===== config.mk =====
export PLATFORM = sky130hd
export DESIGN_NAME = rdma_pkt_router
export DESIGN_NICKNAME = d
export VERILOG_FILES = /design/src/rtl/rdma_pkg.sv /design/src/rtl/rdma_pkt_router_skid_buffer.sv /design/src/rtl/rdma_pkt_router.sv
export SDC_FILE = /design/constraint.sdc
export NUM_CORES = 2
export LEC_CHECK = 0
export BUFFER_PORTS_ARGS = -buffer_cell sky130_fd_sc_hd__buf_2
export CAP_MARGIN = 20
export CORE_AREA = 2 2 486 488
export DETAILED_ROUTE_END_ITERATION = 8
export DIE_AREA = 0 0 488 490
export PLACE_DENSITY_LB_ADDON = 0.1
export RECOVER_POWER = 50
export SYNTH_ARGS = -nofsm -noshare
export SYNTH_HDL_FRONTEND = slang
export SYNTH_SLANG_ARGS = --single-unit

===== constraint.sdc =====
create_clock -name clk -period 3.5 [get_ports clk]
set_input_delay 0.175 -clock clk [delete_from_list [all_inputs] [get_ports clk]]
set_output_delay 0.175 -clock clk [all_outputs]
set_load 0.05 [all_outputs]

===== src/rtl/rdma_pkg.sv =====
// Shared constants for the RDMA packet router: header field offsets,
// protocol/magic values and input FSM state encodings.
package rdma_pkg;

  localparam logic [15:0] RDMA_MAGIC  = 16'h0122;
  localparam int          PROT_OFS    = 23;
  localparam int          UDP_DST_OFS = 36;
  localparam int          MAGIC_OFS   = 42;
  localparam logic [7:0]  IP_PROT_UDP = 8'd17;

  localparam logic [1:0] ST_STARTING = 2'd0;
  localparam logic [1:0] ST_HDR      = 2'd1;
  localparam logic [1:0] ST_PASS     = 2'd2;
  localparam logic [1:0] ST_DROP     = 2'd3;

  function automatic logic [31:0] sat_inc(input logic [31:0] value);
    return (value == 32'hFFFF_FFFF) ? value : value + 32'd1;
  endfunction

endpackage


===== src/rtl/rdma_pkt_router_skid_buffer.sv =====
// Registered 2-entry AXI-Stream slice (module axis_skid_buffer); ready is a
// pure register output so the upstream never sees out_ready combinationally.
module axis_skid_buffer #(
  parameter int DATA_WBITS = 512,
  parameter int USER_BITS  = 3
) (
  input  logic                    clk,
  input  logic                    resetn,
  input  logic [DATA_WBITS-1:0]   in_data,
  input  logic [DATA_WBITS/8-1:0] in_keep,
  input  logic [USER_BITS-1:0]    in_user,
  input  logic                    in_last,
  input  logic                    in_valid,
  output logic                    in_ready,
  output logic [DATA_WBITS-1:0]   out_data,
  output logic [DATA_WBITS/8-1:0] out_keep,
  output logic [USER_BITS-1:0]    out_user,
  output logic                    out_last,
  output logic                    out_valid,
  input  logic                    out_ready
);

  localparam int KEEP_BITS = DATA_WBITS / 8;
  localparam int PAY_BITS  = DATA_WBITS + KEEP_BITS + USER_BITS + 1;

  logic [PAY_BITS-1:0] in_pay;
  logic [PAY_BITS-1:0] out_pay_reg;
  logic [PAY_BITS-1:0] skid_pay_reg;
  logic                out_valid_reg;
  logic                skid_valid_reg;
  logic                in_fire;
  logic                out_free;

  assign in_pay   = {in_data, in_keep, in_user, in_last};
  assign in_ready = ~skid_valid_reg;
  assign in_fire  = in_valid & ~skid_valid_reg;
  assign out_free = ~out_valid_reg | out_ready;

  always_ff @(posedge clk) begin
    if (!resetn) begin
      out_valid_reg  <= 1'b0;
      skid_valid_reg <= 1'b0;
      out_pay_reg    <= '0;
      skid_pay_reg   <= '0;
    end else if (out_free) begin
      // A parked beat always drains before new input (ready was low meanwhile).
      if (skid_valid_reg) begin
        out_pay_reg    <= skid_pay_reg;
        out_valid_reg  <= 1'b1;
        skid_valid_reg <= 1'b0;
      end else begin
        out_valid_reg <= in_fire;
        if (in_fire) begin
          out_pay_reg <= in_pay;
        end
      end
    end else if (in_fire) begin
      skid_pay_reg   <= in_pay;
      skid_valid_reg <= 1'b1;
    end
  end

  assign {out_data, out_keep, out_user, out_last} = out_pay_reg;
  assign out_valid = out_valid_reg;

endmodule


===== src/rtl/rdma_pkt_router.sv =====
// RDMA packet router: classifies each packet on its first-beat header and
// forwards matches tagged with the port index. Statistics need RDMA_ROUTER_STATS_EN.
module rdma_pkt_router
  import rdma_pkg::*;
#(
  parameter int                      DATA_WBITS   = 512,
  parameter int                      DATA_WBYTS   = DATA_WBITS / 8,
  parameter int                      NUM_PORTS    = 4,
  parameter int                      CH_BITS      = 3,
  parameter logic [16*NUM_PORTS-1:0] SERVER_PORTS = {16'd32005, 16'd32004, 16'd32003, 16'd32002},
  parameter logic [15:0]             RDMA_MAGIC   = rdma_pkg::RDMA_MAGIC
) (
  input  logic                  clk,
  input  logic                  resetn,
  input  logic [NUM_PORTS-1:0]  cfg_port_en,
  input  logic                  stat_clear,
  input  logic [DATA_WBITS-1:0] AXIS_IN_TDATA,
  input  logic [DATA_WBYTS-1:0] AXIS_IN_TKEEP,
  input  logic                  AXIS_IN_TVALID,
  input  logic                  AXIS_IN_TLAST,
  output logic                  AXIS_IN_TREADY,
  output logic [DATA_WBITS-1:0] AXIS_OUT_TDATA,
  output logic [DATA_WBYTS-1:0] AXIS_OUT_TKEEP,
  output logic [CH_BITS-1:0]    AXIS_OUT_TUSER,
  output logic                  AXIS_OUT_TVALID,
  output logic                  AXIS_OUT_TLAST,
  input  logic                  AXIS_OUT_TREADY,
  output logic [31:0]           stat_accept,
  output logic [31:0]           stat_drop
);

  logic [7:0]           hdr_prot;
  logic [15:0]          hdr_dport;
  logic [15:0]          hdr_magic;
  logic [NUM_PORTS-1:0] port_hit;
  logic [CH_BITS-1:0]   hit_idx;
  logic                 hdr_accept;

  logic [1:0]           state_reg;
  logic [1:0]           state_next;
  logic [CH_BITS-1:0]   port_idx_reg;
  logic                 skid_ready;
  logic                 skid_valid;
  logic [CH_BITS-1:0]   skid_user;
  logic                 in_fire;
  logic                 hdr_fire;

  // Wire order is little-endian; multi-byte header fields are big-endian.
  assign hdr_prot  = AXIS_IN_TDATA[8*PROT_OFS +: 8];
  assign hdr_dport = {AXIS_IN_TDATA[8*UDP_DST_OFS +: 8], AXIS_IN_TDATA[8*(UDP_DST_OFS+1) +: 8]};
  assign hdr_magic = {AXIS_IN_TDATA[8*MAGIC_OFS +: 8], AXIS_IN_TDATA[8*(MAGIC_OFS+1) +: 8]};

  generate
    for (genvar gi = 0; gi < NUM_PORTS; gi++) begin : g_port
      assign port_hit[gi] = cfg_port_en[gi] && (hdr_dport == SERVER_PORTS[16*gi +: 16]);
    end
  endgenerate

  always_comb begin
    hit_idx = '0;
    for (int i = NUM_PORTS - 1; i >= 0; i--) begin
      if (port_hit[i]) begin
        hit_idx = CH_BITS'(i);
      end
    end
  end

  assign hdr_accept = (hdr_prot == IP_PROT_UDP) && (hdr_magic == RDMA_MAGIC) && (|port_hit);

  always_comb begin
    AXIS_IN_TREADY = 1'b0;
    case (state_reg)
      ST_STARTING: AXIS_IN_TREADY = 1'b0;
      ST_DROP:     AXIS_IN_TREADY = 1'b1;
      default:     AXIS_IN_TREADY = skid_ready;
    endcase
  end

  assign in_fire    = AXIS_IN_TVALID & AXIS_IN_TREADY;
  assign hdr_fire   = in_fire && (state_reg == ST_HDR);
  assign skid_valid = AXIS_IN_TVALID &&
                      (((state_reg == ST_HDR) && hdr_accept) || (state_reg == ST_PASS));
  assign skid_user  = (state_reg == ST_HDR) ? hit_idx : port_idx_reg;

  always_comb begin
    state_next = state_reg;
    case (state_reg)
      ST_STARTING: state_next = ST_HDR;
      ST_HDR: begin
        if (in_fire && !AXIS_IN_TLAST) begin
          state_next = hdr_accept ? ST_PASS : ST_DROP;
        end
      end
      default: begin
        if (in_fire && AXIS_IN_TLAST) begin
          state_next = ST_HDR;
        end
      end
    endcase
  end

  always_ff @(posedge clk) begin
    if (!resetn) begin
      state_reg    <= ST_STARTING;
      port_idx_reg <= '0;
    end else begin
      state_reg <= state_next;
      if (hdr_fire) begin
        port_idx_reg <= hit_idx;
      end
    end
  end

  axis_skid_buffer #(
    .DATA_WBITS (DATA_WBITS),
    .USER_BITS  (CH_BITS)
  ) u_skid (
    .clk       (clk),
    .resetn    (resetn),
    .in_data   (AXIS_IN_TDATA),
    .in_keep   (AXIS_IN_TKEEP),
    .in_user   (skid_user),
    .in_last   (AXIS_IN_TLAST),
    .in_valid  (skid_valid),
    .in_ready  (skid_ready),
    .out_data  (AXIS_OUT_TDATA),
    .out_keep  (AXIS_OUT_TKEEP),
    .out_user  (AXIS_OUT_TUSER),
    .out_last  (AXIS_OUT_TLAST),
    .out_valid (AXIS_OUT_TVALID),
    .out_ready (AXIS_OUT_TREADY)
  );

`ifdef RDMA_ROUTER_STATS_EN
  logic [31:0] accept_cnt_reg;
  logic [31:0] drop_cnt_reg;

  always_ff @(posedge clk) begin
    if (!resetn || stat_clear) begin
      accept_cnt_reg <= '0;
      drop_cnt_reg   <= '0;
    end else if (hdr_fire) begin
      if (hdr_accept) begin
        accept_cnt_reg <= sat_inc(accept_cnt_reg);
      end else begin
        drop_cnt_reg <= sat_inc(drop_cnt_reg);
      end
    end
  end

  assign stat_accept = accept_cnt_reg;
  assign stat_drop   = drop_cnt_reg;
`else
  logic unused_stat_clear;
  assign unused_stat_clear = stat_clear;
  assign stat_accept       = '0;
  assign stat_drop         = '0;
`endif

endmodule


==> results.yml <==
route:
  first_pass_iters: 6
  antenna_left: 0
  post-route-drc-count: 0
  via_per_inst: 4.38
  wire_per_inst_um: 20.6
  vias: 44748
  drt_iter0_markers: 1890
  wl_um: 210000
grt:
  track_usage_pct: 16.8
  grt_overflow: 0
  grt_max_degree: 139
  grt_pass1_vias: 44939
  antenna_found_initial: 64
  grt_pass1_wl_um: 305000
yosys:
  yosysWarnings: 0
  synth-edff-count: 0
  synth-xor-area-share_pct: 0
  synthTopCellsByArea: "dfxtp_1 (45%), mux2i_1 (22%), o211a_1 (11%), nand2_1 (8.5%), o21ai_0 (5.3%)"
  synth_top_family_by_area: "multiplexers"
  yosysSeqAreaShare_pct: 45.1
  synth-simple-area-share_pct: 9.04
  synth_top_area_share_pct: 45.1
  synth_compound_area_share_pct: 17.1
  synth_commonest_cells: "dfxtp_1 (1164), nand2_1 (1163), mux2i_1 (1159)"
  synth.avg_cell_area_um2: 9.75
  synth_top_area_cell: "dfxtp_1"
  synth-seq-cells: 1164
  synth-async-reset-ratio_pct: 0
  synth_mux_area_share_pct: 22.5
  ys_types: 43
  syn_inst: 5297
  synthesis.area_mm2: 0.0516
  synth-main-ff-cell: "dfxtp_1"
  synth.most_common_cell: "dfxtp_1"
  synth_adder_area_share_pct: 0.0969
setup_path:
  cp_top_family: "buffers and inverters"
  cpPeakStageDelay_ns: 0.60
  worst-path-buf-inv: 5
  crit_path_end_kind: "flip-flop"
  cp_cell_sequence: "dlygate4sd3_1 > clkbuf_1 > nor4b_1 > nand4_1 > o41ai_2 > and2_4 > buf_12 > clkbuf_2 > clkbuf_1 > mux2i_1"
  cp_max_fo: 16
  path_common_cell: "clkbuf_1"
  critPathKind: "input pin to flip-flop"
  start_kind: "input pin"
  critPathRequiredTime_ns: 4.21
  cp.arrival_ns: 3.94
  cpMaxStageDelayCell: "clkbuf_2"
clock_tree:
  cts_root_buf: "clkbuf_16"
  cts_buffers: 152
  clock_latency_ns: 0.80
  cts_resized: 0
  cts_buffer_depth: 3
  htree_levels: 4
  clk_pin_slew_ns: 0.06
  cts_tree: "yes"
  clock_sinks: 1164
pwr:
  powerDensity_mw_per_mm2: 448
  leakagePower_nw: 31.9
  peakVddDrop_mv: 0.358
die:
  rows: 178
  dieWidth_um: 488
  die_y_um: 490
  initial_core_util_pct: 22.1
  io_pins: 1232
  coreArea_mm2: 0.234
  fp.dieArea_mm2: 0.239
flow_run:
  drv_cap: 0
timing:
  slew_violations: 0
  hold_ws_ns: 0.116
  hold_violations: 0
  max_freq_mhz: 310
  rsz0062_at_grt: "false"
  setup-violations-final: 0
  relSlewSlack_pct: 28.4
  finalCriticalPeriod_ns: 3.23
  clock_skew_ns: 0.0290
  fin_setup_tns_ns: 0
  period_share_pct: 92.2
  tightest_slew_ns: 1.07
  finalWorstSetupSlack_ns: 0.271
place:
  portBuffers: 1165
  pre_cts_slack_ns: 0.297
  dpl.hpwl_um: 146000
  gp_congestion: 0.770
finish:
  n_fill_cell: 24903
  drive_above_1_share_pct: 13.9
  nets: 7499
  area_growth_pct: 38.0
outcome:
  status: "completed"
min_path:
  hp-class: "input pin to flip-flop"
[logic make-up after synthesis]
| kind of cell | count (synthesis) |
|---|---|
| adder cells (fa/ha/maj) | 4 |
| AO/OA/AOI/OAI | 1175 |
| flip-flops | 1164 |
| buffers and inverters | 588 |
| multiplexers | 1159 |
| AND/OR/NAND/NOR | 1206 |
| other | 1 |
[cells in the final DEF (no fill, tap or decap), types with 3 or more instances in the layout]
master / instances
a21oi_1: 4
buf_12: 67
buf_2: 583
buf_4: 91
bufinv_16: 3
clkbuf_1: 645
clkbuf_16: 157
clkbuf_2: 10
clkbuf_8: 37
clkinv_16: 4
clkinv_2: 9
clkinv_8: 3
conb_1: 65
dfxtp_1: 1163
diode_2: 37
dlygate4sd3_1: 626
ha_1: 4
inv_1: 6
inv_6: 4
mux2i_1: 1159
nand2_1: 1163
nand2b_1: 4
nand4_1: 5
nor2b_1: 5
nor4b_1: 5
o211a_1: 578
o211ai_1: 4
o21ai_0: 549
o21ai_1: 30
or3_1: 3
[cell type report]
cell class / count / area [µm²] / share of cell area [%]
diodes: 37 / 92.6 / 0.130
clock buffers: 242 / 4620 / 6.48
clock inverters: 24 / 359 / 0.504
inverters: 6 / 22.5 / 0.0316
multi-input cells: 3609 / 25400 / 35.6
flip-flops and latches: 1164 / 23300 / 32.7
well taps: 3150 / 3940 / 5.53
repair buffers: 1976 / 13500 / 19.0
[timing repair]
action	4_1_cts	5_1_grt
hold buffers	626	0
buffers inserted	0	0
hold endpoints to repair	1161	0
[path summary, 6_finish.rpt]
kind | cells after the start | to | start | slack [ns]
setup / recovery | 10 | u_skid.skid_pay_reg[361] | AXIS_IN_TDATA[186] | 0.27
hold / removal | 5 | port_idx_reg[1] | cfg_port_en[3] | 0.12
setup reg to reg | 10 | u_skid.out_pay_reg[302] | state_reg[1] | 0.30
hold reg to reg | 2 | u_skid.skid_pay_reg[299] | u_skid.skid_pay_reg[299] | 0.45
[tightest hold or removal path: cells and delay by family]
family	cells	cell delay (ns)
buffers and inverters	1	0.11
and+or+nand+nor	2	0.27
AOI/OAI and AO/OA	1	0.07
muxes	1	0.22
[per-layer routing]
| layer | GRT usage, % | wire length [µm] | vias up |
|---|---|---|---|
| met2 | 28.4 | 98900 | 1066 |
| met5 | 0 | 361 | - |
| met4 | 4.49 | 5490 | 58 |
| met3 | 5.85 | 16500 | 303 |
| met1 | 20.0 | 88700 | 21483 |
| li1 | - | - | 21838 |
[per-stage QoR]
stage,cells,utilization [%],power [mW],cell area (µm²)
global placement,9279,26.0,15.9,60800
detailed placement,9279,26.0,16.0,60800
finish,10208,30.4,31.9,71300
floorplan,5361,-,15.1,51900
global route,10198,30.4,33.3,71200
CTS,10171,30.8,32.6,72100
[power by group]
part | internal, mW | total [mW] | leakage, nW | switching (mW)
clock network | 9.27 | 15.7 | 2.43 | 6.43
logic | 1.11 | 2.80 | 20.1 | 1.69
registers | 13.4 | 13.4 | 9.38 | 0.0674
total | 23.7 | 31.9 | 31.9 | 8.18
(Power assumes the default switching activity.)
